--- src/rtl/sram_like_arbiter.sv ---
// sram_like_arbiter
// N-master to 1-slave arbiter for the SRAM-like (req/addr_ok/data_ok) bus.
// A combinational grant picks one requesting master and forwards its request
// to the slave. Each request the slave accepts records its owner in a small
// FIFO. Responses pop that FIFO in order and are steered back to the owner.
//
// Ports:
//   clk, resetn          clock, asynchronous active-low reset
//   m_req/m_wr/m_size/m_addr/m_wstrb/m_wdata
//                        packed per-master request fields (master i at slice i)
//   m_addr_ok            one-hot: the granted master's request was accepted
//   m_data_ok            one-hot: response for the master at the FIFO head
//   m_rdata              slave read data, broadcast to all masters
//   s_req..s_wdata       request forwarded to the slave
//   s_addr_ok/s_data_ok  slave accept / response strobes
//   s_rdata              slave read data
//   outstanding          accepted requests still awaiting a response
//   proto_err            sticky: the slave responded with nothing outstanding
module sram_like_arbiter #(
    parameter int NUM_MASTERS     = 2,
    parameter int ADDR_W          = 32,
    parameter int DATA_W          = 32,
    parameter int MAX_OUTSTANDING = 4,
    parameter int ARB_MODE        = 0
) (
    input  logic                              clk,
    input  logic                              resetn,
    input  logic [NUM_MASTERS-1:0]            m_req,
    input  logic [NUM_MASTERS-1:0]            m_wr,
    input  logic [2*NUM_MASTERS-1:0]          m_size,
    input  logic [ADDR_W*NUM_MASTERS-1:0]     m_addr,
    input  logic [(DATA_W/8)*NUM_MASTERS-1:0] m_wstrb,
    input  logic [DATA_W*NUM_MASTERS-1:0]     m_wdata,
    output logic [NUM_MASTERS-1:0]            m_addr_ok,
    output logic [NUM_MASTERS-1:0]            m_data_ok,
    output logic [DATA_W-1:0]                 m_rdata,
    output logic                              s_req,
    output logic                              s_wr,
    output logic [1:0]                        s_size,
    output logic [ADDR_W-1:0]                 s_addr,
    output logic [DATA_W/8-1:0]               s_wstrb,
    output logic [DATA_W-1:0]                 s_wdata,
    input  logic                              s_addr_ok,
    input  logic                              s_data_ok,
    input  logic [DATA_W-1:0]                 s_rdata,
    output logic [$clog2(MAX_OUTSTANDING):0]  outstanding,
    output logic                              proto_err
);

    localparam int IDX_W  = $clog2(NUM_MASTERS);
    localparam int PTR_W  = $clog2(MAX_OUTSTANDING) + 1;
    localparam int STRB_W = DATA_W / 8;

    logic [IDX_W-1:0] rr_ptr;
    logic [IDX_W-1:0] base;
    logic [IDX_W-1:0] grant;
    logic             grant_valid;
    logic [IDX_W:0]   cand;

    logic [IDX_W-1:0] owner_mem [MAX_OUTSTANDING];
    logic [PTR_W-1:0] wr_ptr;
    logic [PTR_W-1:0] rd_ptr;
    logic [IDX_W-1:0] head_owner;
    logic             fifo_full;
    logic             fifo_empty;
    logic             accept;
    logic             respond;

    // Grant search: walk the masters starting at the base index and wrap
    // modulo NUM_MASTERS. Fixed-priority mode always starts at master 0.
    always_comb begin
        base        = (ARB_MODE == 1) ? '0 : rr_ptr;
        grant       = '0;
        grant_valid = 1'b0;
        cand        = '0;
        for (int i = 0; i < NUM_MASTERS; i++) begin
            cand = {1'b0, base} + (IDX_W+1)'(i);
            if (cand >= (IDX_W+1)'(NUM_MASTERS)) begin
                cand = cand - (IDX_W+1)'(NUM_MASTERS);
            end
            if (!grant_valid && m_req[cand[IDX_W-1:0]]) begin
                grant_valid = 1'b1;
                grant       = cand[IDX_W-1:0];
            end
        end
    end

    // Full is a wrapped write pointer sitting on the read pointer; the
    // extra pointer MSB tells full apart from empty.
    assign fifo_full  = (wr_ptr[PTR_W-1] != rd_ptr[PTR_W-1]) &&
                        (wr_ptr[PTR_W-2:0] == rd_ptr[PTR_W-2:0]);
    assign fifo_empty = (wr_ptr == rd_ptr);
    assign head_owner = owner_mem[rd_ptr[PTR_W-2:0]];
    assign outstanding = wr_ptr - rd_ptr;

    // A full FIFO blocks new requests even if a pop happens this cycle, so
    // the slave never sees more than MAX_OUTSTANDING requests in flight.
    assign s_req   = grant_valid & ~fifo_full & resetn;
    assign accept  = s_req & s_addr_ok;
    assign respond = s_data_ok & ~fifo_empty;

    // Forward the granted master's payload; idle bus drives zeros.
    always_comb begin
        s_wr    = 1'b0;
        s_size  = '0;
        s_addr  = '0;
        s_wstrb = '0;
        s_wdata = '0;
        if (grant_valid) begin
            s_wr    = m_wr[grant];
            s_size  = m_size[int'(grant)*2 +: 2];
            s_addr  = m_addr[int'(grant)*ADDR_W +: ADDR_W];
            s_wstrb = m_wstrb[int'(grant)*STRB_W +: STRB_W];
            s_wdata = m_wdata[int'(grant)*DATA_W +: DATA_W];
        end
    end

    // Steer the accept and response strobes back to their masters.
    always_comb begin
        m_addr_ok = '0;
        m_data_ok = '0;
        m_rdata   = '0;
        if (accept) begin
            m_addr_ok[grant] = 1'b1;
        end
        if (respond) begin
            m_data_ok[head_owner] = 1'b1;
            m_rdata               = s_rdata;
        end
    end

    // Owner storage needs no reset: entries are only read between a push
    // and its matching pop.
    always_ff @(posedge clk) begin
        if (accept) begin
            owner_mem[wr_ptr[PTR_W-2:0]] <= grant;
        end
    end

    // Pointer and status registers. The round-robin pointer moves just past
    // the master that won an accepted request.
    always_ff @(posedge clk or negedge resetn) begin
        if (!resetn) begin
            rr_ptr    <= '0;
            wr_ptr    <= '0;
            rd_ptr    <= '0;
            proto_err <= 1'b0;
        end else begin
            if (accept) begin
                wr_ptr <= wr_ptr + 1'b1;
                if (ARB_MODE == 0) begin
                    rr_ptr <= (grant == IDX_W'(NUM_MASTERS-1)) ? '0 : grant + 1'b1;
                end
            end
            if (respond) begin
                rd_ptr <= rd_ptr + 1'b1;
            end
            if (s_data_ok && fifo_empty) begin
                proto_err <= 1'b1;
            end
        end
    end

endmodule

--- config.mk ---
export PLATFORM = sky130hd
export DESIGN_NAME = sram_like_arbiter
export DESIGN_NICKNAME = d
export VERILOG_FILES = /design/src/rtl/sram_like_arbiter.sv
export SDC_FILE = /design/constraint.sdc
export NUM_CORES = 1
export LEC_CHECK = 0
export BUFFER_PORTS_ARGS = -buffer_cell sky130_fd_sc_hd__buf_2
export CAP_MARGIN = 20
export CORE_AREA = 2 2 114 116
export DETAILED_ROUTE_END_ITERATION = 12
export DIE_AREA = 0 0 116 118
export SETUP_SLACK_MARGIN = 0.02
export SLEW_MARGIN = 20
export SYNTH_ARGS = -nofsm -noshare
export SYNTH_HDL_FRONTEND = slang
export SYNTH_SLANG_ARGS = --single-unit
--- constraint.sdc ---
create_clock -name clk -period 1.6 [get_ports clk]
set_clock_uncertainty 0.15 [all_clocks]
set_input_delay 0.16 -clock clk [delete_from_list [all_inputs] [get_ports clk]]
set_output_delay 0.16 -clock clk [all_outputs]
set_load 0.03 [all_outputs]
Word level (Yosys, flattened, before mapping)
Memories as Yosys holds them, arrays and structs flattened.
Cells that the tools add are included.
- logic and storage cells: 66
- output and inout port bits: 112
- bits in writable memories: 4
- input bits: 180
- register bits: 8
- memories kept: 1
- equal/unequal tests: 3
- add/sub/neg operators: 7
- magnitude comparators: 8
- shift operators: 4
- muxes and demuxes: 27
- reductions and logical operators: 6
- bitwise operators: 6
- memory list (name ; depth ; width ; read ports ; clocked after Yosys merged registers in ; wr ports ; RTL line ; RTL):
    owner_mem ; 4 ; 1 ; 1 ; 0 ; 1 ; 60 ; logic [IDX_W-1:0] owner_mem [MAX_OUTSTANDING];
- operator list (kind ; number):
    $shiftx 64x7->32 ; 2
    $mux 32 ; 3
    $mux 1 ; 18
    $lt 1x2->1 const B ; 4
    $shiftx 8x4->4 ; 1
    $add 3x1->3 const B ; 2
    $mux 2 ; 3
    $logic_and 1x1->1 ; 5
    $and 1x1->1 ; 4
    $mux 4 ; 1
    $shiftx 4x3->2 ; 1
    $eq 3x3->1 ; 1
    $sub 3x3->3 ; 1
    $add 1x1->2 const B ; 1
    $demux 1 s1 ; 2
    $eq 2x2->1 ; 1
    $ge 1x1->1 const B ; 2
    $ge 1x2->1 const B ; 1
    $ge 2x2->1 const B ; 1
    $not 1->1 ; 2
    $sub 1x1->1 const B ; 2
    $add 1x1->1 const B ; 1
    $logic_not 1->1 ; 1
    $ne 1x1->1 ; 1

Logic depth before layout (Yosys ltp)
- depth in word-level cells: 13
- mapped depth: 6

Worst setup path after synthesis
No wires, ideal clock.
- kind: register -> output
- start point: register wr_ptr[0]
- end point: output port m_addr_ok[1]
- data arrival time: 1.700 ns
- slack: -0.410 ns
- buffers on the path: 0
- required time: 1.290 ns
- cell stages (with the launch flop): 6
- path through: dfrtp_1 inv_1 ha_1 nand2_1 nor2b_1 nor3_1
- word-level cells in the longest chain between the ends: 7
- ends and longest elaborated chain (item ; RTL line ; RTL):
    start: declaration ; 61 ; logic [PTR_W-1:0] wr_ptr;
    start signal: assignment ; 150 ; wr_ptr <= wr_ptr + 1'b1;
    $eq 2x2->1 ; 91 ; (wr_ptr[PTR_W-2:0] == rd_ptr[PTR_W-2:0]);
    $logic_and 1x1->1 ; 90 ; assign fifo_full = (wr_ptr[PTR_W-1] != rd_ptr[PTR_W-1]) &&
    $not 1->1 ; 98 ; assign s_req = grant_valid & ~fifo_full & resetn;
    $and 1x1->1 (2 in a row) ; 98 ;
    $and 1x1->1 ; 99 ; assign accept = s_req & s_addr_ok;
    $mux 2 ; 123 ; if (accept) begin
    end: declaration ; 34 ; output logic [NUM_MASTERS-1:0] m_addr_ok,
No other way between the ends.

Worst setup path after layout
- start point: register rr_ptr (netlist: base)
- end point: output port s_addr[1]
- word-level cells in the longest chain between the ends: 10
- elaborated cells between the ends (all ways): 19
- classes of those cells: add/sub (3); order compare (2); shift (1); mux (11); reduce/logical (2)
- ends and longest elaborated chain (item ; RTL line ; RTL):
    start: declaration ; 54 ; logic [IDX_W-1:0] rr_ptr;
    start signal: assignment ; 152 ; rr_ptr <= (grant == IDX_W'(NUM_MASTERS-1)) ? '0 : grant + 1'b1;
    $ge 1x2->1 or $sub 1x1->1 (tied branches) ; 78, 79 ;
    $mux 1 ; 78 ; if (cand >= (IDX_W+1)'(NUM_MASTERS)) begin
    $mux 1 (not written as such) (2 in a row) ; 81 ; if (!grant_valid && m_req[cand[IDX_W-1:0]]) begin
    $mux 1 ; 81 ;
    $logic_not 1->1 ; 81 ;
    $logic_and 1x1->1 ; 81 ;
    $mux 1 ; 81 ;
    $shiftx 64x7->32 ; 112 ; s_addr = m_addr[int'(grant)*ADDR_W +: ADDR_W];
    $mux 32 * ; 109 ; if (grant_valid) begin
    end: declaration ; 40 ; output logic [ADDR_W-1:0] s_addr,
Mark *: on every way between the ends. The rest lies on a longest branch, timed or not. The select of a mux whose other input is x is not followed.

==> reports/qor.yml <==
status:
  status: "finished with violations"
  violations: "setup timing"
sta:
  period_share_pct: 123
  slew_headroom_pct: 67.6
  finalSetupViolations: 120
  period_needed_ns: 1.97
  finalSetupTns_ns: -35.61
  drv_slew: 0
  max_freq_mhz: 507
  whs_ns: 0.152
  finalWorstSetupSlack_ns: -0.371
  rsz0062_at_grt: "yes"
  worst_slew_pin_slew_ns: 0.484
  hold_viol: 0
route:
  wire_per_inst_um: 14.2
  drt-initial-drc-count: 91
  routed_via_density: 4.17
  first_pass_iters: 4
  drc: 0
  drt-total-wl_mm: 12.0
  route.vias.total: 3531
  drt.antenna.violating_nets: 0
global_routing:
  grt_max_degree: 72
  grt_pass1_wl_mm: 17.2
  grt_util_all_layers_pct: 15.7
  first_global_vias: 3622
  grt.overflow.total: 0
  antenna_found_initial: 0
setup_path:
  cp_max_fo: 10
  cp.arrival_ns: 1.66
  cp-end-kind: "output port"
  path_class: "flop to output port"
  start_kind: "flop"
  required_ns: 1.29
die:
  die_x_um: 116
  ios: 292
  core_area_um2: 12400
  initial_core_util_pct: 18.4
  placementRows: 41
  dieArea_um2: 13700
  fp.dieH_um: 118
synth:
  yosys-top-cells-count: "inv_1 (78), nand2_1 (72), mux2i_1 (71)"
  syn_area_per_cell_um2: 7.06
  netlist_area_um2: 2290
  synth_flop_cell: "dfrtp_1"
  synth_nets: 512
  postSynthCellCount: 324
  synth_top_area_share_pct: 31.1
  seq_area_frac_synth_pct: 14.0
  yosys_warnings: 0
  synth_area_leader_cell: "mux2i_1"
  synth-edff-count: 4
  synth_cell_type_count: 34
  yosys-top-cells-area: "mux2i_1 (31%), inv_1 (13%), nand2_1 (12%), and2_1 (10%), dfrtp_1 (8.8%)"
  synth_most_common_cell: "inv_1"
  synthArstFlopShare_pct: 66.7
  synth_seq_cells: 12
layout:
  fin_util_pct: 52.3
  nets: 863
  num_antenna_cells: 0
  area_growth_pct: 184
  fillers: 1096
  multiInputGateArea_um2: 2660
  drive_gt1_share_pct: 73.4
  ff_latch_area_um2: 324
clock_tree:
  cts_made_buffers: 3
  cts_sinks: 12
  cts_tree: "yes"
  clockBufferDepth: 2
  clockRootBuffer: "clkbuf_16"
  clkTransAtPathRegs_ns: 0.05
  htreeDepth: 1
  clock_latency_ns: 0.24
placed_design:
  gp_congestion: 0.819
  pre_cts_slack_ns: -0.210
  dpl.hpwl_mm: 8.95
  io_buffers: 291
power_and_ir_drop:
  peakVddDrop_mv: 0.691
  power-per-cell-area_nw_per_um2: 1350
  static-leakage-power_uw: 0.00332
worst_hold_path:
  hold_path.class: "primary input to flop"
run:
  max-cap-violations: 0
[per-layer routing]
metal | GRT usage (%) | up-vias | part of all wire, %
met3 | 2.27 | 22 | 7.0
met1 | 16.0 | 1615 | 33
met5 | 0 | - | 0
met4 | 4.32 | 0 | 2.7
li1 | - | 1702 | -
met2 | 31.8 | 192 | 57
[placed cells by master (no fill, tap or decap), types with 4 or more instances in the layout]
cell	instances
ha_1	4
and2_4	37
dfrtp_1	5
inv_1	73
mux2i_1	8
buf_6	110
edfxtp_1	4
o21a_4	7
clkbuf_16	4
buf_4	43
mux2i_2	5
buf_12	15
mux2i_4	58
buf_2	185
nand2_1	71
[kinds of logic (layout without fill, tap and decap cells)]
kind of cell               Yosys count  after routing  synth area share (%)
muxes                               74             74                  33.2
buffers and inverters               97            441                  17.6
AOI/OAI and AO/OA                   11             17                  4.05
and+or+nand+nor                    116            116                  23.5
adders and majority gates            8              8                  4.70
DFF                                 12             12                  14.0
xor gates and xnor gates             6              6                  2.95
[state kept, by name, summed over array words and instances (netlist names)]
| register | count |
|---|---|
| wr_ptr | 3 |
| owner_mem | 4 |
| base | 1 |
| rd_ptr | 3 |
| proto_err | 1 |
[final timing paths]
path	from	slack, ns	cells past startpoint	endpoint
max	base	-0.37	6	s_addr[1]
min	s_addr_ok	0.15	3	base
max reg2reg	wr_ptr[1]	-0.24	6	wr_ptr[1]
min reg2reg	proto_err	0.30	1	proto_err
max in group asynchronous	resetn	0.53	3	rd_ptr[0]
min in group asynchronous	resetn	0.42	3	wr_ptr[1]
[critical path, cell delays in order (launching register included)]
cell	delay (ns)
dfrtp_1	0.40
o21ai_4	0.17
buf_12	0.13
buf_12	0.14
buf_16	0.17
mux2i_4	0.25
buf_6	0.15
[area by class of cell]
cell class | count | area share (%)
repair buffers | 359 | 44.8
flip-flops and latches | 12 | 5.00
clock inverters | 1 | 0.0579
multi-input cells | 221 | 41.1
inverters | 78 | 4.59
clock buffers | 3 | 1.16
well taps | 172 | 3.32
[where the power goes]
| part | internal, uW | leakage, uW | switching (uW) | total [uW] |
|---|---|---|---|---|
| sequential | 449 | 0.000124 | 116 | 565 |
| combinational | 4040 | 0.00316 | 3690 | 7730 |
| clock | 331 | 0.0000385 | 145 | 476 |
[what timing repair did]
action	CTS	global route
gates resized for setup	218	36
setup endpoints to repair	118	121
hold endpoints to repair	8	0
pin swaps	6	14
setup buffers	11	8
gates cloned	3	5
hold buffers	1	0
[through the flow]
stage               instances  area (um^2)  power, uW
global route              846         6490       9180
CTS                       834         6190       7750
detailed placement        815         5280       6000
finish                    846         6490       8770
global placement          815         5280       5920
floorplan                 324         3260       4340
Power figures use the tool's default switching activity.
